File: src/rtl/alu_div_seq_if.sv
// alu_div_seq_if: request/response bundle of the sequential divider.
//
// Handshake: a request transfers on a rising edge where REQ_VALID and
// REQ_READY are both high. A response transfers on a rising edge where
// RESULT_VALID and RESULT_READY are both high. The producer holds VALID
// and its payload stable until the transfer edge. BUSY is status only.
interface alu_div_seq_if #(
    parameter int WIDTH = 32
);
    logic             REQ_VALID;
    logic             REQ_READY;
    logic [WIDTH-1:0] DATA1;
    logic [WIDTH-1:0] DATA2;
    logic [4:0]       SELECT;
    logic             RESULT_VALID;
    logic             RESULT_READY;
    logic [WIDTH-1:0] RESULT;
    logic             BUSY;

    // Requester / result consumer side.
    modport master (
        output REQ_VALID, DATA1, DATA2, SELECT, RESULT_READY,
        input  REQ_READY, RESULT_VALID, RESULT, BUSY
    );

    // Divider side.
    modport slave (
        input  REQ_VALID, DATA1, DATA2, SELECT, RESULT_READY,
        output REQ_READY, RESULT_VALID, RESULT, BUSY
    );
endinterface

File: src/rtl/alu_div_seq.sv
// alu_div_seq: multi-cycle radix-2 restoring divider for DIV/DIVU/REM/REMU.
// SELECT = {func3, func7[5], func7[0]}. Operands are reduced to magnitudes at
// accept, WIDTH restoring steps run in CALC, signs and special cases are
// applied in FIX, and the result is held in DONE until taken.
// Optional build macro: ALU_DIV_EARLY_OUT_EN -- divide-by-zero, overflow,
// invalid op and |divisor| > |dividend| bypass CALC (same RESULT values).
module alu_div_seq #(
    parameter int WIDTH = 32
) (
    input  logic               CLK,
    input  logic               RESETN,
    alu_div_seq_if.slave       bus,
    output logic [1:0]         o_dbg_state
);
    typedef enum logic [1:0] {
        S_IDLE = 2'd0,
        S_CALC = 2'd1,
        S_FIX  = 2'd2,
        S_DONE = 2'd3
    } state_t;

    localparam int CW = (WIDTH > 1) ? $clog2(WIDTH) : 1;
    localparam logic [WIDTH-1:0] MIN_NEG = {1'b1, {(WIDTH-1){1'b0}}};
    localparam logic [CW-1:0]    LAST_STEP = CW'(WIDTH - 1);

    state_t           r_state;
    logic [CW-1:0]    r_cnt;
    logic [WIDTH-1:0] r_quot;     // dividend shifts out, quotient shifts in
    logic [WIDTH-1:0] r_rem;
    logic [WIDTH-1:0] r_div;
    logic [WIDTH-1:0] r_data1;    // original dividend, for REM by zero
    logic             r_is_rem;
    logic             r_qsign;
    logic             r_rsign;
    logic             r_dz;
    logic             r_ovf;
    logic             r_inv;
    logic [WIDTH-1:0] r_result;
    logic             r_valid;

    // Request decode: all four ops have func3[2]=1, func7[5]=0, func7[0]=1.
    logic             w_op_valid;
    logic             w_signed;
    logic [WIDTH-1:0] w_mag1;
    logic [WIDTH-1:0] w_mag2;
    logic             w_dz;
    logic             w_ovf;
    logic             w_skip_calc;
    logic             w_small;

    assign w_op_valid = bus.SELECT[4] & ~bus.SELECT[1] & bus.SELECT[0];
    assign w_signed   = w_op_valid & ~bus.SELECT[2];
    assign w_mag1     = (w_signed && bus.DATA1[WIDTH-1]) ? -bus.DATA1 : bus.DATA1;
    assign w_mag2     = (w_signed && bus.DATA2[WIDTH-1]) ? -bus.DATA2 : bus.DATA2;
    assign w_dz       = (bus.DATA2 == '0);
    assign w_ovf      = w_signed && (bus.DATA1 == MIN_NEG) && (bus.DATA2 == '1);

`ifdef ALU_DIV_EARLY_OUT_EN
    // Divisor larger than dividend: quotient 0, remainder is the dividend.
    assign w_small     = (w_mag2 > w_mag1);
    assign w_skip_calc = ~w_op_valid | w_dz | w_ovf | w_small;
`else
    assign w_small     = 1'b0;
    assign w_skip_calc = ~w_op_valid;
`endif

    // One restoring step: shift {rem, quot} left, trial-subtract the divisor.
    logic [WIDTH:0]   w_shift;
    logic [WIDTH:0]   w_trial;
    logic             w_fits;

    assign w_shift = {r_rem, r_quot[WIDTH-1]};
    assign w_trial = w_shift - {1'b0, r_div};
    assign w_fits  = ~w_trial[WIDTH];

    // Final value selection, in priority order.
    logic [WIDTH-1:0] w_q_signed;
    logic [WIDTH-1:0] w_r_signed;
    logic [WIDTH-1:0] w_final;

    assign w_q_signed = r_qsign ? -r_quot : r_quot;
    assign w_r_signed = r_rsign ? -r_rem  : r_rem;

    always_comb begin
        w_final = '0;
        if (r_inv)
            w_final = '0;
        else if (r_dz)
            w_final = r_is_rem ? r_data1 : '1;
        else if (r_ovf)
            w_final = r_is_rem ? '0 : MIN_NEG;
        else
            w_final = r_is_rem ? w_r_signed : w_q_signed;
    end

    assign bus.REQ_READY    = (r_state == S_IDLE) && RESETN;
    assign bus.RESULT_VALID = r_valid;
    assign bus.RESULT       = r_result;
    assign bus.BUSY         = (r_state != S_IDLE);
    assign o_dbg_state      = r_state;

    // Control FSM and datapath registers.
    always_ff @(posedge CLK) begin
        if (!RESETN) begin
            r_state  <= S_IDLE;
            r_cnt    <= '0;
            r_quot   <= '0;
            r_rem    <= '0;
            r_div    <= '0;
            r_data1  <= '0;
            r_is_rem <= 1'b0;
            r_qsign  <= 1'b0;
            r_rsign  <= 1'b0;
            r_dz     <= 1'b0;
            r_ovf    <= 1'b0;
            r_inv    <= 1'b0;
            r_result <= '0;
            r_valid  <= 1'b0;
        end else begin
            case (r_state)
                S_IDLE: begin
                    if (bus.REQ_VALID) begin
                        r_is_rem <= bus.SELECT[3];
                        r_inv    <= ~w_op_valid;
                        r_dz     <= w_dz;
                        r_ovf    <= w_ovf;
                        r_qsign  <= w_signed & (bus.DATA1[WIDTH-1] ^ bus.DATA2[WIDTH-1]);
                        r_rsign  <= w_signed & bus.DATA1[WIDTH-1];
                        r_data1  <= bus.DATA1;
                        r_div    <= w_mag2;
                        r_cnt    <= '0;
                        if (w_small) begin
                            r_quot <= '0;
                            r_rem  <= w_mag1;
                        end else begin
                            r_quot <= w_mag1;
                            r_rem  <= '0;
                        end
                        r_state  <= w_skip_calc ? S_FIX : S_CALC;
                    end
                end
                S_CALC: begin
                    r_rem  <= w_fits ? w_trial[WIDTH-1:0] : w_shift[WIDTH-1:0];
                    r_quot <= {r_quot[WIDTH-2:0], w_fits};
                    r_cnt  <= r_cnt + 1'b1;
                    if (r_cnt == LAST_STEP)
                        r_state <= S_FIX;
                end
                S_FIX: begin
                    r_result <= w_final;
                    r_valid  <= 1'b1;
                    r_state  <= S_DONE;
                end
                S_DONE: begin
                    if (bus.RESULT_READY) begin
                        r_valid <= 1'b0;
                        r_state <= S_IDLE;
                    end
                end
                default: r_state <= S_IDLE;
            endcase
        end
    end
endmodule

File: src/flat_wrapper.sv
// flat-port wrapper written by rule: the top's interface ports become plain ports
module alu_div_seq_flat 
#(
    parameter int WIDTH = 32
)
  (CLK, RESETN, o_dbg_state, bus_REQ_VALID, bus_DATA1, bus_DATA2, bus_SELECT, bus_RESULT_READY, bus_REQ_READY, bus_RESULT_VALID, bus_RESULT, bus_BUSY);
  alu_div_seq_if #(.WIDTH(WIDTH)) bus_i ();
  input  logic CLK;
  input  logic RESETN;
  output logic [1:0] o_dbg_state;
  input wire logic [$bits(bus_i.REQ_VALID)-1:0] bus_REQ_VALID;
  input wire logic [$bits(bus_i.DATA1)-1:0] bus_DATA1;
  input wire logic [$bits(bus_i.DATA2)-1:0] bus_DATA2;
  input wire logic [$bits(bus_i.SELECT)-1:0] bus_SELECT;
  input wire logic [$bits(bus_i.RESULT_READY)-1:0] bus_RESULT_READY;
  output wire logic [$bits(bus_i.REQ_READY)-1:0] bus_REQ_READY;
  output wire logic [$bits(bus_i.RESULT_VALID)-1:0] bus_RESULT_VALID;
  output wire logic [$bits(bus_i.RESULT)-1:0] bus_RESULT;
  output wire logic [$bits(bus_i.BUSY)-1:0] bus_BUSY;
  assign bus_i.REQ_VALID = bus_REQ_VALID;
  assign bus_i.DATA1 = bus_DATA1;
  assign bus_i.DATA2 = bus_DATA2;
  assign bus_i.SELECT = bus_SELECT;
  assign bus_i.RESULT_READY = bus_RESULT_READY;
  assign bus_REQ_READY = bus_i.REQ_READY;
  assign bus_RESULT_VALID = bus_i.RESULT_VALID;
  assign bus_RESULT = bus_i.RESULT;
  assign bus_BUSY = bus_i.BUSY;
  alu_div_seq #(.WIDTH(WIDTH)) u_core (.CLK(CLK), .RESETN(RESETN), .bus(bus_i), .o_dbg_state(o_dbg_state));
endmodule
File: config.mk
export PLATFORM = sky130hd
export DESIGN_NAME = alu_div_seq_flat
export DESIGN_NICKNAME = d
export VERILOG_FILES = /design/src/rtl/alu_div_seq_if.sv /design/src/rtl/alu_div_seq.sv /design/src/flat_wrapper.sv
export SDC_FILE = /design/constraint.sdc
export NUM_CORES = 1
export LEC_CHECK = 0
export BUFFER_PORTS_ARGS = -buffer_cell sky130_fd_sc_hd__buf_2
export CORE_MARGIN = 5
export CORE_UTILIZATION = 45
export CTS_CLUSTER_SIZE = 40
export DETAILED_ROUTE_END_ITERATION = 10
export GPL_ROUTABILITY_DRIVEN = 0
export GPL_TIMING_DRIVEN = 0
export PLACE_DENSITY = 0.68
export SLEW_MARGIN = 30
export SYNTH_ARGS = -nofsm -noshare
export SYNTH_HDL_FRONTEND = slang
export SYNTH_SLANG_ARGS = --single-unit
File: constraint.sdc
create_clock -name CLK -period 4.9 [get_ports CLK]
set_clock_uncertainty 0.1 [all_clocks]
set_input_delay 0.98 -clock CLK [delete_from_list [all_inputs] [get_ports CLK]]
set_output_delay 0.98 -clock CLK [all_outputs]
set_load 0.05 [all_outputs]
==> impl_metrics.toml <==
[layout]
mostFrequentLayoutCell = "nand2_1"
fin_nets = 1822
drive_above_1_share_pct = 10.3
final_util_pct = 51.7
layout_common_cells = "nand2_1, dfxtp_1, a21oi_1, nor2_1, buf_2"
diodes = 0
area.growth.synth_to_final_pct = 13.5

[setup_path]
max_stage_delay_ns = 0.57
crit_family = "compound AO/OA/AOI/OAI gates"
cp_num_buf_inv = 2
startpoint_type = "register"
end_kind = "register"
crit_path_frequent_cell = "o21ai_1"
crit_type = "register to register"
arrival_ns = 4.10
cp_slowest_cell = "clkbuf_1"
critPathMaxFanout = 10
reg2reg_slack_ns = 1.01
critical_path_required_ns = 5.11
crit_chain = "inv_1, ha_1, fa_1, nand2b_1, a21oi_1, o21ai_1, o21a_1, o21ai_1, o21ai_1, xor2_1, clkbuf_1, mux2i_1, o21ai_1"

[cts]
numCtsBuffers = 17
insertion_delay_ns = 0.44
postCtsSetupRepairBufs = 0
clk_path_buf_depth = 2
cts_sinks = 174
h-tree-depth = 4
cts_tree = "built"
cts.clk_slew.worst_paths_ns = 0.07
cts_resized = 0
cts_root_buf = "clkbuf_16"
ctsHoldBuffers = 0

[routing]
drc = 0
routed_wl_microns = 40500
vias = 12300
firstDrtPassIters = 6
first_iter_violations = 1337
avgRoutedWirePerCell_microns = 19.7
vias_per_cell = 5.97
drtAntennaViolNets = 0

[synthesis]
ys_warn_count = 0
avgSynthCellArea_sq_um = 7.48
synth_edf_count = 0
ys_seq_elements = 174
synth_nets = 1695
synth_seq_area_share_pct = 29.5
ys_types = 78
async_flop_share_pct = 0
synthCells = 1578
syn_area_sq_um = 11800
synth_ff_type = "dfxtp_1"

[die]
initial_core_util_pct = 45.6
die_h_microns = 172
core_sq_um = 25900
pin_count = 110
dieArea_sq_um = 29600
rows = 59
die_w_microns = 172

[placed_design]
portBuffers = 108
dp_hpwl_microns = 31800

[outcome]
status = "finished, final reports clean"

[pwr]
leakage_uw = 0.00544
peakVddDrop_v = 0.000418
power_density_nw_per_um2 = 442

[job]
drv_cap = 0

[grt]
grt_remaining_overflow = 0
grtUsageTotal_pct = 27.0
antenna_found_initial = 1
grt_max_degree = 17
grt_pass1_vias = 11400
grt_pass1_wl_microns = 63200

[timing]
max_slew_margin_pct = 48.4
fmax_mhz = 257
fin_crit_sh_pct = 79.4
max_slew.worst_pin.slew_ns = 0.769
hold_viol_final = 0
drv_slew = 0
rsz0062_at_grt = "false"
tns_ns = 0
setup-violations-final = 0
fin_crit_ns = 3.89

[hold_path]
hp-class = "register to register"
## per-stage QoR
stage / std cells / hold WS [ns] / power (uW) / area [sq um] / setup slack [ns]
floorplan: 1578 / 0.332 / 3640 / 11800 / 1.48
global placement: 2021 / 0.324 / 4350 / 12800 / 0.689
detailed placement: 2021 / 0.331 / 4390 / 12800 / 1.08
CTS: 2053 / 0.341 / 5860 / 13400 / 1.08
global route: 2053 / 0.361 / 6250 / 13400 / 0.706
finish: 2053 / 0.337 / 5930 / 13400 / 1.01
## cells in the mapped netlist, drive strengths merged (3+ instances only)
library cell | instances | area [sq um]
buf | 14 | 75.1
or4 | 21 | 178
clkbuf | 80 | 340
a22oi | 6 | 45.0
nand2b | 5 | 31.3
and3 | 15 | 95.1
inv | 61 | 229
a211oi | 34 | 255
nor4 | 11 | 75.1
dfxtp | 174 | 3480
a21o | 11 | 82.6
mux2i | 35 | 350
o221ai | 7 | 61.3
o211ai | 6 | 45.0
nor2 | 111 | 417
nor2b | 11 | 68.8
o211a | 3 | 30.0
o41ai | 15 | 176
nor3 | 19 | 95.1
or3 | 17 | 116
nand4 | 13 | 81.3
o21ai | 155 | 776
nand3 | 25 | 125
xor2 | 60 | 526
a32oi | 8 | 70.1
ha | 43 | 538
xnor2 | 81 | 709
o21bai | 3 | 22.5
o31ai | 35 | 282
a31oi | 12 | 75.1
and2 | 10 | 62.6
a311oi | 6 | 52.6
a21oi | 162 | 811
o21a | 12 | 90.1
nand2 | 263 | 990
## kinds of logic (layout without fill, tap and decap cells)
family / count (synthesis) / in the layout / synth area share (%)
simple gates: 529 / 529 / 20.5
compound gates: 496 / 496 / 26.1
flops: 174 / 174 / 29.5
buf+inv: 158 / 298 / 5.68
xor+xnor: 141 / 141 / 10.5
fa+ha+maj: 44 / 44 / 4.73
mux: 36 / 36 / 3.06
## worst paths after layout
kind | start | end | cells after the start
min reg2reg | u_core.bus.RESULT[20] | u_core.bus.RESULT[20] | 2
max reg2reg | u_core.r_quot[31] | u_core.r_rem[26] | 13
max | u_core.r_quot[31] | u_core.r_rem[26] | 13
min | u_core.bus.RESULT[20] | u_core.bus.RESULT[20] | 2
## power breakdown
group	internal [uW]	switching [uW]
clock	846	631
combinational	839	1710
sequential	1660	241
total	3340	2580
## sequential cells by signal, summed over array words and instances, names as in the netlist
name,flops
u_core.r_dz,1
u_core.r_qsign,1
u_core.bus.RESULT,32
u_core.r_data1,32
u_core.r_ovf,1
u_core.r_inv,1
u_core.r_div,32
u_core.r_quot,32
u_core.bus.RESULT_VALID,1
u_core.r_is_rem,1
u_core.r_rsign,1
u_core.r_cnt,5
u_core.r_rem,32
u_core.o_dbg_state,2
## cell type report
cell class	count	area [sq um]
Buffer	95	434
Clock buffer	20	457
Clock inverter	12	171
Fill cell	2511	12500
Inverter	63	236
Multi-Input combinational cell	1246	7660
Sequential cell	174	3480
Tap cell	335	419
Timing Repair Buffer	108	541
## per-layer routing
layer	up-vias	GRT usage (%)	wire length, microns	share of wire [%]
li1	5851	-	-	-
met1	5762	39.4	18400	45
met2	564	40.4	17400	43
met3	78	4.87	3460	8.5
met4	0	8.54	1280	3.2
met5	-	0	0	0
## tightest hold or removal path: cells and delay by family (launching register included)
family / cells / cell delay, ns
DFF: 1 / 0.31
and+or+nand+nor: 2 / 0.09
Power figures use the tool's default switching activity.
